### src/rtl/tmp_pkg.sv
// Shared types and defaults for the temperature-sensor phase interface: receiver FSM states,
// controller phase encoding, default widths and the offset-binary midpoint helper.
package tmp_pkg;

  localparam int CNT_W_DEF = 8;
  localparam int OSR_DEF   = 4;
  localparam int ACC_W_DEF = 10;

  typedef enum logic {ST_SYNC, ST_ACQ} rx_state_e;

  typedef enum logic [1:0] {PH_PRECHARGE, PH_PI1, PH_PI2, PH_OUTPUT} ctrl_phase_e;

  // Midpoint of an acc_w-bit offset-binary code.
  function automatic int unsigned code_offset(input int unsigned acc_w);
    return 32'd1 << (acc_w - 1);
  endfunction

endpackage

### src/rtl/tmp_code_obuf.sv
// One-entry valid/ready output register; a load lands 1 clock later. When the entry is full and
// not being drained, a new load is dropped, the held code stays stable and overrun sets (sticky).
module tmp_code_obuf #(
  parameter int W = 10
) (
  input  logic         clk,
  input  logic         reset,
  input  logic         load,
  input  logic [W-1:0] data,
  output logic [W-1:0] code,
  output logic         code_valid,
  input  logic         code_ready,
  output logic         overrun
);

  logic accept;

  assign accept = code_valid & code_ready;

  always_ff @(posedge clk) begin
    if (reset) begin
      code       <= '0;
      code_valid <= 1'b0;
      overrun    <= 1'b0;
    end else if (load && (!code_valid || accept)) begin
      code       <= data;
      code_valid <= 1'b1;
    end else if (load) begin
      overrun    <= 1'b1;
    end else if (accept) begin
      code_valid <= 1'b0;
    end
  end

endmodule

### src/rtl/tmp_code_rx.sv
// Decodes big-diode charge-balance steps into OSR-frame offset-binary codes; code is valid 1 clock
// after the closing PD rise and is held until accepted (a result arriving while full is dropped).
module tmp_code_rx
  import tmp_pkg::*;
#(
  parameter int CNT_W = CNT_W_DEF,
  parameter int OSR   = OSR_DEF,
  parameter int ACC_W = ACC_W_DEF
) (
  input  logic             clk,
  input  logic             reset,
  input  logic             PI2,
  input  logic             snk,
  input  logic             src_n,
  input  logic             PD,
  output logic [ACC_W-1:0] code,
  output logic             code_valid,
  input  logic             code_ready,
  output logic             overrun,
  output logic             step_err
);

  localparam int FRM_W = (OSR > 1) ? $clog2(OSR) : 1;
  localparam logic [FRM_W-1:0]        FRM_LAST = FRM_W'(OSR - 1);
  localparam logic [ACC_W-1:0]        OFFSET   = ACC_W'(code_offset(ACC_W));
  localparam logic signed [CNT_W-1:0] STEP_MAX = {1'b0, {(CNT_W-1){1'b1}}};
  localparam logic signed [CNT_W-1:0] STEP_MIN = {1'b1, {(CNT_W-1){1'b0}}};

  rx_state_e               state, state_nxt;
  logic                    pd_q, pd_rise;
  logic signed [CNT_W-1:0] step_cnt, step_upd, step_nxt;
  logic [FRM_W-1:0]        frame_cnt, frame_nxt;
  logic signed [ACC_W-1:0] acc, acc_sum, acc_nxt;
  logic                    err_set, result_load;
  logic [ACC_W-1:0]        result;

  // pd_q resets high so a PD already high during precharge is not taken as a frame edge.
  assign pd_rise = PD & ~pd_q;
  assign result  = acc_sum + OFFSET;

  always_comb begin
    state_nxt   = state;
    step_upd    = step_cnt;
    step_nxt    = step_cnt;
    frame_nxt   = frame_cnt;
    acc_nxt     = acc;
    acc_sum     = acc;
    err_set     = 1'b0;
    result_load = 1'b0;
    if (state == ST_SYNC) begin
      if (pd_rise) begin
        state_nxt = ST_ACQ;
        step_nxt  = '0;
        frame_nxt = '0;
        acc_nxt   = '0;
      end
    end else begin
      if (PI2) begin
        if (snk && !src_n && step_cnt != STEP_MAX) begin
          step_upd = step_cnt + 1'b1;
        end else if (src_n && !snk && step_cnt != STEP_MIN) begin
          step_upd = step_cnt - 1'b1;
        end else if (snk && src_n) begin
          err_set = 1'b1;
        end
      end
      step_nxt = step_upd;
      // A step landing on the closing edge still belongs to the frame it ends.
      acc_sum  = acc + ACC_W'(step_upd);
      if (pd_rise) begin
        step_nxt = '0;
        if (frame_cnt == FRM_LAST) begin
          result_load = 1'b1;
          acc_nxt     = '0;
          frame_nxt   = '0;
        end else begin
          acc_nxt     = acc_sum;
          frame_nxt   = frame_cnt + 1'b1;
        end
      end
    end
  end

  always_ff @(posedge clk) begin
    if (reset) begin
      state     <= ST_SYNC;
      pd_q      <= 1'b1;
      step_cnt  <= '0;
      frame_cnt <= '0;
      acc       <= '0;
      step_err  <= 1'b0;
    end else begin
      state     <= state_nxt;
      pd_q      <= PD;
      step_cnt  <= step_nxt;
      frame_cnt <= frame_nxt;
      acc       <= acc_nxt;
      step_err  <= step_err | err_set;
    end
  end

  tmp_code_obuf #(
    .W(ACC_W)
  ) u_obuf (
    .clk        (clk),
    .reset      (reset),
    .load       (result_load),
    .data       (result),
    .code       (code),
    .code_valid (code_valid),
    .code_ready (code_ready),
    .overrun    (overrun)
  );

endmodule

### config.mk
export PLATFORM = sky130hd
export DESIGN_NAME = tmp_code_rx
export DESIGN_NICKNAME = d
export VERILOG_FILES = /design/src/rtl/tmp_pkg.sv /design/src/rtl/tmp_code_obuf.sv /design/src/rtl/tmp_code_rx.sv
export SDC_FILE = /design/constraint.sdc
export NUM_CORES = 1
export LEC_CHECK = 0
export ABC_CLOCK_PERIOD_IN_PS = 3600
export BUFFER_PORTS_ARGS = -buffer_cell sky130_fd_sc_hd__buf_4
export CAP_MARGIN = 20
export CORE_MARGIN = 2
export CORE_UTILIZATION = 56
export CTS_BUF_LIST = sky130_fd_sc_hd__clkbuf_4 sky130_fd_sc_hd__clkbuf_8
export CTS_CLUSTER_DIAMETER = 200
export DETAILED_ROUTE_END_ITERATION = 10
export GPL_TIMING_DRIVEN = 0
export PLACE_DENSITY = 0.79
export RECOVER_POWER = 50
export SYNTH_ARGS = -nofsm -noshare
export SYNTH_HDL_FRONTEND = slang
export SYNTH_SLANG_ARGS = --single-unit
### constraint.sdc
create_clock -name clk -period 3.6 [get_ports clk]
set_clock_uncertainty 0.1 [all_clocks]
set_input_delay 0.9 -clock clk [delete_from_list [all_inputs] [get_ports clk]]
set_output_delay 0.9 -clock clk [all_outputs]
set_load 0.005 [all_outputs]
=== Yosys cells after proc, flatten, opt, wreduce, memory -nomap -nowiden ===
Index checks and enable logic that the tools add are counted.

* Bits in registers: 35
* Bits of input ports: 7
* Output and inout bits: 13
* Word-level logic and storage cells: 66

* $add $sub $neg: 5
* Equal/unequal tests: 4
* Muxes and demuxes: 29
* Bitwise gates (word level): 5
* Reductions and logical operators: 14

{| class="wikitable"
|+ Operators with widths
! cell !! count
|-
| $mux W8 || 7
|-
| $mux W10 || 5
|-
| $ne A8 B8 Y1 const B || 2
|-
| $mux W1 || 13
|-
| $add A10 B10 Y10 const B || 1
|-
| $add A10 B8 Y10 || 1
|-
| $add A8 B1 Y8 const B || 1
|-
| $mux W2 || 4
|-
| $sub A8 B1 Y8 const B || 1
|-
| $logic_and A1 B1 Y1 || 6
|-
| $reduce_and A2 Y1 || 2
|-
| $reduce_bool A2 Y1 || 2
|-
| $logic_not A1 Y1 || 3
|-
| $add A2 B1 Y2 const B || 1
|-
| $and A1 B1 Y1 || 2
|-
| $eq A2 B2 Y1 const B || 1
|-
| $ne A2 B2 Y1 const B || 1
|-
| $not A1 Y1 || 2
|-
| $logic_or A1 B1 Y1 || 1
|-
| $or A1 B1 Y1 || 1
|}

=== Logic depth before layout (Yosys ltp) ===
Gate-level depths: netlist (run 1).

* Word-level depth: 11
* Mapped depth: 16
* Mapped depth without buffers: 16

=== Modules after synthesis ===
From an unflattened synthesis (run 1), not the netlist that was laid out.

* Cell total of the unflattened synthesis: 284
* Area, all modules: 2,387.3 um^2

{| class="wikitable"
|+ Modules (own cells, without submodules)
! module !! instances !! cells an instance !! area each (um^2) !! seq. area each (um^2)
|-
| tmp_code_rx || 1 || 233 || 1,850.5 || 460.4
|-
| tmp_code_obuf || 1 || 51 || 536.8 || 240.2
|}

=== Worst setup path after synthesis (run 1) ===
No wires, ideal clock.

* Kind: input to register
* Start point: input port snk
* End point: register u_obuf.code[8]
* Setup time: 58 ps
* Arrival: 3,525 ps
* Data required time: 3,442 ps
* Setup slack: -83 ps
* Stages: 13
* Buffers on the path: 0
* Cell sequence: nor2b_1 > o31ai_4 > a21oi_1 > o21ai_0 > xnor2_1 > ha_1 > nor2b_1 > o21ai_0 > a21oi_1 > o21a_1 > o41a_1 > nor4_1 > a211o_1

* Word-level cells in the longest chain between the ends: 10
* Elaborated cells on any way between the ends: 12
* Classes of those cells: add/sub (2); mux (5); reduce/logical (5)

{| class="wikitable"
|+ Ends and longest elaborated chain
! what !! line !! text
|-
| start, declared || tmp_code_rx.sv:13 || <nowiki>input logic snk,</nowiki>
|-
| $logic_not A1 Y1 || tmp_code_rx.sv:61 || <nowiki>end else if (src_n && !snk && step_cnt != STEP_MIN) begin</nowiki>
|-
| $logic_and A1 B1 Y1 (2 in series) || tmp_code_rx.sv:61 ||
|-
| $mux W8 || tmp_code_rx.sv:61 ||
|-
| $mux W8 * || tmp_code_rx.sv:59 || <nowiki>if (snk && !src_n && step_cnt != STEP_MAX) begin</nowiki>
|-
| $mux W8 * || tmp_code_rx.sv:58 || <nowiki>if (PI2) begin</nowiki>
|-
| $mux W8 * || tmp_code_rx.sv:50 || <nowiki>if (state == ST_SYNC) begin</nowiki>
|-
| $add A10 B8 Y10 * || tmp_code_rx.sv:69 || <nowiki>acc_sum = acc + ACC_W'(step_upd);</nowiki>
|-
| $mux W10 * || tmp_code_rx.sv:50 ||
|-
| $add A10 B10 Y10 * || tmp_code_rx.sv:39 || <nowiki>assign result = acc_sum + OFFSET;</nowiki>
|-
| end signal, assigned || tmp_code_obuf.sv:26 || <nowiki>code <= data;</nowiki>
|-
| end, declared || tmp_code_obuf.sv:10 || <nowiki>output logic [W-1:0] code,</nowiki>
|}

Every way passes the cells marked *; elsewhere a longest branch is shown, timed or not. The select of a mux whose other input is x is not followed.
A chain may end at the register's enable or synchronous reset.

=== Worst setup path after layout (run 1) ===
* Start point: register step_cnt[0]
* End point: register u_obuf.code[8]

* Word-level cells in the longest chain between the ends: 9
* Elaborated cells on any way between the ends: 13
* Classes of those cells: add/sub (4); eq/ne (2); mux (5); reduce/logical (2)

{| class="wikitable"
|+ Ends and longest elaborated chain
! what !! line !! text
|-
| start, declared || tmp_code_rx.sv:31 || <nowiki>logic signed [CNT_W-1:0] step_cnt, step_upd, step_nxt;</nowiki>
|-
| start signal, assigned || tmp_code_rx.sv:95 || <nowiki>step_cnt <= step_nxt;</nowiki>
|-
| parallel branches: the longest is 4 deep, another holds $sub A8 B1 Y8 || n/a ||
|-
| $mux W8 * || tmp_code_rx.sv:58 ||
|-
| $mux W8 * || tmp_code_rx.sv:50 ||
|-
| $add A10 B8 Y10 * || tmp_code_rx.sv:69 ||
|-
| $mux W10 * || tmp_code_rx.sv:50 ||
|-
| $add A10 B10 Y10 * || tmp_code_rx.sv:39 ||
|}

Every way passes the cells marked *. The select of a mux whose other input is x is not followed.

==> results by group, run 1 <==
STA
  – Worst Tran Pin Value: 530 ps
  – Slew headroom: 64.7%
  – Max Fclk: 289 MHz
  – Final Critical Period: ~3500 ps
  – Final setup violation count: 0
  – Final Max Slew Viols: 0
  – Fin crit share: 96.2%
  – Hold Violations, Final: 0

Final layout
  – Fraction of layout cells with a size suffix above 1: 21.6%
  – Design area: about 2700 sq um
  – Layout area overhead: 18.8%
  – Number of diodes: 0
  – Layout Nets: about 330

Synth
  – Synth top cells by count: nor2_1 (37), dfxtp_1 (35), a21oi_1 (23)
  – Seq/Total Area, Yosys: 31.4%
  – Top area cells in the synthesized netlist: dfxtp_1 (31%), ha_1 (7.3%), nor2_1 (6.2%)
  – Cell count after synthesis: roughly 280
  – Top-count cell post-synth: nor2_1
  – Asr flop ratio synth: 0%
  – Synth area leader: dfxtp_1
  – Distinct cells, synth: 58
  – Syn. warnings: 0
  – Synth Area per Inst: 8.07 sq um
  – Post-synth EDFFs: 0
  – Mapped cell area: ~2200 sq um
  – Yosys top cell area share: 31.4%
  – Synth Register Bits: 35
  – Synth Flop Type: dfxtp_1
  – Syn Nets: 298

Flow run
  – Max Cap Viol: 0

Route
  – Total Wirelength: 5290 um
  – WL/cell: 14.8 um
  – Top Metal Used: met4
  – Via density: 5.84
  – Met3 WL post-DR: approximately 200 um
  – DRT met1 WL: approximately 2500 um
  – First-pass DRT Iterations: 4
  – WL met2: 2540 um
  – Drc violations: 0
  – Final ANT Viol Nets: 0
  – Total number of vias: ~2100
  – First-iteration detailed-routing DRC count: 131

Setup path
  – Crit path capture type: flip-flop
  – Reg2Reg Setup Slack: 140 ps
  – Worst path arrival time: 3540 ps
  – Critical Path RT: 3680 ps
  – Worst r2r src: step_cnt[0]
  – CP Max Fanout: 6
  – Reg2reg path depth: 15
  – CP Class: flip-flop to flip-flop
  – Crit path capture: u_obuf.code[8]
  – Startpoint types: flip-flop
  – Reg2reg end: u_obuf.code[8]
  – Setup crit start: step_cnt[0]

Power
  – Final Power: between 800 and 900 uW
  – Leakage: between 0.001 and 0.0015 uW
  – PwrDens: 310 nW/um^2
  – Peak VDD IR: 0.208 mV

Clock tree
  – Level count of the clock H-tree: 2
  – Num CTS Buffers: 5
  – Reg clk slew, reported paths: 80 ps
  – Clock Tree Buf Depth: 2
  – Clk_lat worst skew: roughly 290 ps
  – Hold-fix buffers at CTS: 0
  – Root Driver: clkbuf_8
  – CTS sink cnt: 35
  – CTS tree: done

Global route
  – First-pass GRT wire length: 8290 um
  – Gr ovfl total: 0
  – All-Layer GR Usage: around a quarter
  – Initial antenna violation count: 0
  – Largest net degree at the start of global routing: 11
  – Vias in the first global route: 1882

Placed design
  – Port Buffer Count: 18
  – Placed cell area: 2430 sq um
  – Routability cong.: 0.870
  – Detailed placement HPWL: ~3700 um

Status
  – Status: finished, final reports clean

Die
  – Die height: 67.2 um
  – Initial core utilization: 59.7%
  – IO Pins: 20
  – Die ar.: approximately 4500 sq um
  – Core box area: 3740 sq um
  – Chip width: 67.2 um
  – FP Rows: 22

Min path
  – WHS Path Cells: 2
  – Type of the most critical hold path: flip-flop to flip-flop
[per-layer routing]
metal	global-route usage (%)	up-vias
met5	0	-
met4	4.59	0
met2	41.0	42
met3	5.00	5
li1	-	1056
met1	31.6	986
[layout make-up]
cell class	count	area [sq um]
Timing Repair Buffer	29	225
Inverter	12	45.0
Fill cell	293	1090
Clock inverter	1	5.00
Tap cell	48	60.1
Buffer	11	41.3
Multi-Input combinational cell	216	1490
Sequential cell	35	711
Clock buffer	6	82.6
[layout by cell type (no fill, tap or decap), types with 4 or more instances in the layout]
cell,Yosys,routed
nor2_1,37,36
nor2b_1,8,5
a211oi_1,4,4
nand2b_1,7,7
ha_1,13,11
dfxtp_1,35,31
nand3b_1,6,6
clkbuf_8,0,6
a31oi_1,4,4
xnor2_1,8,7
o21ai_0,8,6
a22oi_1,5,5
clkbuf_4,0,13
buf_4,0,14
nand2_1,20,20
nor3_1,11,10
inv_1,11,11
nand3_1,7,7
clkbuf_1,9,9
nor4_1,4,4
a21oi_1,23,20
[worst min path at each step]
| stage | startpoint | to | slack, ps |
|---|---|---|---|
| 6_report | u_obuf.code[4] | u_obuf.code[4] | 360 |
| 5_1_grt | u_obuf.code[3] | u_obuf.code[3] | 380 |
| 4_1_cts | frame_cnt[1] | frame_cnt[1] | 360 |
| 3_5_place_dp | frame_cnt[1] | frame_cnt[1] | 350 |
| 3_3_place_gp | u_obuf.code[7] | u_obuf.code[7] | 340 |
| 2_1_floorplan | frame_cnt[1] | frame_cnt[1] | 340 |
[power by group]
part | switching (uW) | internal (uW)
Clock | 146 | 150
Sequential | 5.98 | 390
Combinational | 73.0 | 57.6
[critical path: stages (launching register included)]
cell	delay [ps]
dfxtp_4	390
ha_2	220
nand4_1	180
o31ai_4	360
a21o_4	200
xnor2_2	120
ha_2	210
inv_1	60
fa_2	390
nor2b_4	120
o21ai_2	70
a21oi_2	160
o21a_1	190
o41a_1	220
nor4_1	80
a211o_1	280
[flip-flops by register name, summed over array words and instances (netlist names)]
signal,count
u_obuf.code,10
state,1
step_cnt,8
pd_q,1
acc,10
frame_cnt,2
u_obuf.overrun,1
u_obuf.code_valid,1
step_err,1
[stage by stage]
| stage | std cells | hold WS, ps | setup TNS [ps] | setup WS, ps | utilization (%) |
|---|---|---|---|---|---|
| after floorplan | 277 | 336 | 0 | 47.1 | - |
| after global placement | 343 | 342 | -2270 | -469 | 65.0 |
| after global routing | 358 | 382 | -67.9 | -38.6 | 70.9 |
| final | 358 | 357 | 0 | 136 | 70.9 |
| after CTS | 352 | 359 | -11.4 | -11.4 | 68.2 |
| after detailed placement | 343 | 350 | -2240 | -487 | 65.0 |
[kinds of logic (layout without fill, tap and decap cells)]
| group | count (synthesis) | in the layout | share of synthesized area (%) |
|---|---|---|---|
| and+or+nand+nor | 120 | 120 | 27.4 |
| buffers and inverters | 26 | 59 | 5.49 |
| xor gates and xnor gates | 12 | 12 | 5.32 |
| DFF | 35 | 35 | 31.4 |
| muxes | 4 | 4 | 1.85 |
| AOI/OAI and AO/OA | 66 | 66 | 20.4 |
| adders and majority gates | 14 | 14 | 8.17 |
[repair_timing]
action / in CTS / in global routing
pin swaps: 4 / 16
setup buffers: 2 / 10
endpoints found under the setup margin: 4 / 8
gates resized for setup: 7 / 21
No activity file was read; power rests on OpenSTA's default activity.
==> inputs of run 2 (changes only) <==
CORE_ASPECT_RATIO = 1.25   (was unset)
==> results by group, run 2 (synthesized netlist as in run 1, its figures left out) <==
Final layout
  – Most frequent cells in the layout: nor2_1 (36), dfxtp_1 (33), nand2_1 (20), a21oi_1 (20), clkbuf_4 (13)
  – Layout Cells excl Fill: between 300 and 400
  – Layout area overhead: 19.1%
  – Number of diodes: 0
  – Commonest non-fill, non-tap cell in the layout: nor2_1
  – Top flop regs: acc (10), u_obuf.code (10), step_cnt (8)
  – Design area: 2660 sq um
  – Layout Nets: 330
  – Fraction of layout cells with a size suffix above 1: 20.6%
  – Post-layout util: a little over two thirds

Die
  – FP Rows: 25
  – Core box area: 3820 sq um
  – Chip width: slightly above 60 um
  – Die height: 74.6 um
  – Initial core utilization: about three fifths
  – IO Pins: 20
  – Die ar.: 4510 sq um

Placed design
  – Detailed placement HPWL: around 3800 um
  – Port Buffer Count: 18
  – Worst slack at placement: -488 ps
  – Routability cong.: 0.897
  – Placed cells: 349
  – Placed cell area: 2440 sq um

Setup path
  – Buf/Inv on CP: 2
  – Reg2reg path depth: 15
  – CP Class: flip-flop to flip-flop
  – Startpoint types: flip-flop
  – Crit path capture type: flip-flop
  – CP Max Fanout: 10
  – Delay-heaviest family, CP: compound AO/OA/AOI/OAI gates
  – Worst path slowest cell: or4_4
  – Crit path depth: 15
  – CP Cell Sequence: buf_6, or4_4, o21ai_4, a21o_4, xnor2_1, ha_2, inv_1, fa_2, nor2b_1, o21ai_2, a21oi_2, o21a_1, o41a_1, nor4_2, a211o_1
  – Crit-path max cell delay: about 570 ps
  – Critical Path RT: 3690 ps
  – Worst path arrival time: about 3600 ps

Route
  – First-pass DRT Iterations: 4
  – Via density: 5.73
  – Total number of vias: 2085
  – Drc violations: 0
  – Total Wirelength: 5200 um
  – WL/cell: 14.3 um
  – Final ANT Viol Nets: 0
  – First-iteration detailed-routing DRC count: 117

Global route
  – Initial antenna violation count: 0
  – Largest net degree at the start of global routing: 13
  – Vias in the first global route: 1928
  – First-pass GRT wire length: 8500 um
  – All-Layer GR Usage: 24.8%
  – Gr ovfl total: 0

STA
  – RSZ-0062 raised after global routing: yes
  – Max Fclk: around 290 MHz
  – Min setup slack post-route: 111 ps
  – Fin crit share: about 97%
  – Sum Neg Setup Slack: 0 ps
  – Final Critical Period: approximately 3500 ps
  – Final setup violation count: 0
  – Hold Violations, Final: 0
  – Final Max Slew Viols: 0
  – Slew headroom: 60.1%
  – Worst Tran Pin Value: 598 ps

Power
  – Seq pwr share: 44.9%
  – Internal power: approximately 650 uW
  – Clock power frac: around two fifths
  – Leakage: 0.00105 uW
  – Peak VDD IR: 0.319 mV
  – Switching Share: 26.3%
  – Switching power: 232 uW
  – Gate power share: approximately 14%
  – PwrDens: around 330 nW/um^2

Clock tree
  – Level count of the clock H-tree: 2
  – CTS sink cnt: 35
  – Clock Tree Buf Depth: 2
  – Num CTS Buffers: 5
  – Reg clk slew, reported paths: 80 ps
  – Hold-fix buffers at CTS: 0
  – CTS tree: done
  – Root Driver: clkbuf_8
  – Clk_lat worst skew: 300 ps

Min path
  – WHS Path Cells: 2
  – Type of the most critical hold path: flip-flop to flip-flop

Flow run
  – Max Cap Viol: 0

Status
  – Status: finished, final reports clean
[run 2: cell count changes in the layout (fill, tap and decap cells not counted), sizes merged]
| cell | before | now |
|---|---|---|
| buf | 18 | 17 |
| clkbuf | 28 | 27 |
| clkinv | 2 | 3 |
| bufinv | 0 | 1 |
[run 2: per-layer routing]
metal	up-vias	track usage, %	routed length [um]
li1	1052	-	-
met1	972	29.7	2230
met2	49	43.2	2650
met3	12	4.98	195
met4	0	9.66	119
met5	-	0	0
[run 2: final timing paths]
check             slack, ps           start             end
setup / recovery        110     step_cnt[2]  u_obuf.code[8]
hold reg to reg         360  u_obuf.code[7]  u_obuf.code[7]
hold / removal          360  u_obuf.code[7]  u_obuf.code[7]
setup reg to reg        110     step_cnt[2]  u_obuf.code[8]
[run 2: cell type report]
type / count / area (sq um)
multi-input cells: 216 / 1470
clock inverters: 3 / 43.8
well taps: 54 / 67.6
repair buffers: 25 / 188
flip-flops and latches: 35 / 703
inverters: 12 / 45.0
plain buffers: 14 / 77.6
clock buffers: 5 / 68.8
fillers: 322 / 1150
[run 2: stage by stage]
| stage | power, uW | hold WS [ps] |
|---|---|---|
| 6_report | 882 | 360 |
| 5_1_grt | 908 | 384 |
| 4_1_cts | 872 | 366 |
| 3_5_place_dp | 518 | 353 |
| 3_3_place_gp | 517 | 342 |
| 2_1_floorplan | 491 | 336 |
[run 2: what timing repair did]
| item | CTS | global route |
|---|---|---|
| gates resized for setup | 8 | 8 |
| buffers inserted | 3 | 4 |
| pin swaps | 8 | 9 |
| gates cloned | 0 | 0 |
| setup endpoints to repair | 5 | 7 |
[run 2: tightest hold or removal path: cells and delay by family, from the launching register on]
| family | cells | cell delay, ps |
|---|---|---|
| simple gates | 1 | 50 |
| flops | 1 | 320 |
| compound gates | 1 | 50 |
[run 2: power groups by stage]
stage	logic, uW	registers, uW	clock network (uW)
finish	125	396	361
detailed placement	114	404	0
floorplan	87.7	404	0
global route	138	396	374
global placement	112	404	0
CTS	119	395	357
==> inputs of run 3 (changes only) <==
PLACE_DENSITY = 0.82   (was 0.79)
==> results by group, run 3 (synthesized netlist as in run 1, its figures left out) <==
Status
  – Status: finished, final reports clean

STA
  – Final Critical Period: 3520 ps
  – Hold Violations, Final: 0
  – Slew headroom: 63.5%
  – Worst Tran Pin Value: 547 ps
  – Final setup violation count: 0
  – Final Max Slew Viols: 0
  – Fin crit share: 97.8%
  – Min setup slack post-route: 77.8 ps
  – Max Fclk: 284 MHz

Flow run
  – Max Cap Viol: 0

Final layout
  – Layout Nets: 338
  – Number of diodes: 0
  – Top flop regs: acc (10), u_obuf.code (10), step_cnt (8)
  – Fraction of layout cells with a size suffix above 1: between 20% and 30%
  – Layout area overhead: 23.2%
  – Most frequent cells in the layout: nor2_1 (36), dfxtp_1 (31), buf_4 (22), nand2_1 (20), a21oi_1 (20)
  – Commonest non-fill, non-tap cell in the layout: nor2_1

Setup path
  – CP Max Fanout: 4
  – Setup crit start: snk
  – Crit path capture type: flip-flop
  – Startpoint types: input port
  – Worst r2r src: step_cnt[2]
  – Critical Path RT: roughly 3800 ps
  – Reg2reg path depth: 14
  – CP Class: input port to flip-flop
  – Worst path arrival time: 3670 ps

Placed design
  – Worst slack at placement: -467 ps
  – Routability cong.: 0.904
  – Port Buffer Count: 18
  – Detailed placement HPWL: 3800 um

Route
  – Via density: slightly below 6
  – Final ANT Viol Nets: 0
  – Total Wirelength: between 5000 and 6000 um
  – First-iteration detailed-routing DRC count: 130
  – WL/cell: 15.4 um
  – First-pass DRT Iterations: 4
  – Drc violations: 0
  – Total number of vias: 2170

Global route
  – Largest net degree at the start of global routing: 13
  – All-Layer GR Usage: 26.0%
  – First-pass GRT wire length: 8840 um
  – Initial antenna violation count: 0
  – Vias in the first global route: between 1500 and 2000
  – Gr ovfl total: 0

Min path
  – WHS Path Cells: 2
  – Type of the most critical hold path: flip-flop to flip-flop
  – Hold_sp: u_obuf.code[4]

Clock tree
  – Hold-fix buffers at CTS: 0
  – Clock Tree Buf Depth: 2
  – Root Driver: clkbuf_8
  – CTS sink cnt: 35
  – Level count of the clock H-tree: 2
  – CTS tree: done
  – Clk_lat worst skew: 300 ps
  – Num CTS Buffers: 5
  – Reg clk slew, reported paths: 80 ps

Power
  – Gate power share: 16.6%
  – Seq pwr share: 48.2%
  – Switching Share: 29.0%
  – Switching power: between 200 and 250 uW
  – Leakage: 0.00108 uW
  – PwrDens: roughly 300 nW/um^2
  – Peak VDD IR: 0.308 mV
  – Clock power frac: 35.2%
  – Internal power: 584 uW
  – Final Power: between 800 and 900 uW

Die
  – Core box area: 3820 sq um
  – Initial core utilization: between 50 and 60%
  – Die height: 74.6 um
  – Die ar.: 4510 sq um
  – Chip width: 60.5 um
  – IO Pins: 20
  – FP Rows: 25
## run 3: critical path, stage by stage
cell and delay [ps]:
buf_4 110, nor2b_4 210, o31ai_4 130, a21oi_2 240, o21ai_0 170, xnor2_1 160, ha_1 350, nor2b_1 160
o21ai_1 190, a21oi_2 100, o21a_1 230, o41a_1 380, nor4_1 210, a211o_1 130
## run 3: what timing repair did
action                     in CTS  in global routing
buffers inserted                1                 16
pin swaps                       7                 21
resized for setup               8                 22
setup endpoints to repair       6                  6
## run 3: final timing paths
path | to | slack, ps
worst max register to register | u_obuf.code[8] | 90
worst min-delay path | u_obuf.code[4] | 360
worst max-delay path | u_obuf.code[8] | 80
worst min register to register | u_obuf.code[4] | 360
## run 3: per-stage QoR
stage | instance area [sq um] | hold slack (ps) | cells | utilization [%] | TNS (ps)
2_1_floorplan | 2240 | 336 | 277 | - | 0
3_3_place_gp | 2440 | 343 | 349 | 63.9 | -2090
3_5_place_dp | 2440 | 351 | 349 | 63.9 | -2550
4_1_cts | 2560 | 363 | 358 | 67.0 | 0
5_1_grt | 2750 | 374 | 372 | 72.1 | -87.5
6_report | 2750 | 360 | 372 | 72.1 | 0
## run 3: power by group through the flow
stage               Combinational [uW]  Sequential (uW)  Clock (uW)
floorplan                         87.7              404           0
global placement                   112              404           0
detailed placement                 114              405           0
CTS                                118              396         291
global route                       148              397         307
finish                             136              397         290
## run 3: area by class of cell
class | instances | area (sq um)
Inverter | 12 | 45.0
Timing Repair Buffer | 35 | 263
Tap cell | 54 | 67.6
Clock inverter | 3 | 20.0
Buffer | 12 | 52.6
Clock buffer | 5 | 68.8
Fill cell | 319 | 1060
Multi-Input combinational cell | 216 | 1530
Sequential cell | 35 | 708
## run 3: metal layers
| metal | track usage, % | part of all wire (%) | vias up |
|---|---|---|---|
| li1 | - | - | 1077 |
| met1 | 31.2 | 42 | 1014 |
| met2 | 45.0 | 52 | 62 |
| met3 | 5.50 | 4.0 | 17 |
| met4 | 10.1 | 2.3 | 0 |
| met5 | 0 | 0 | - |
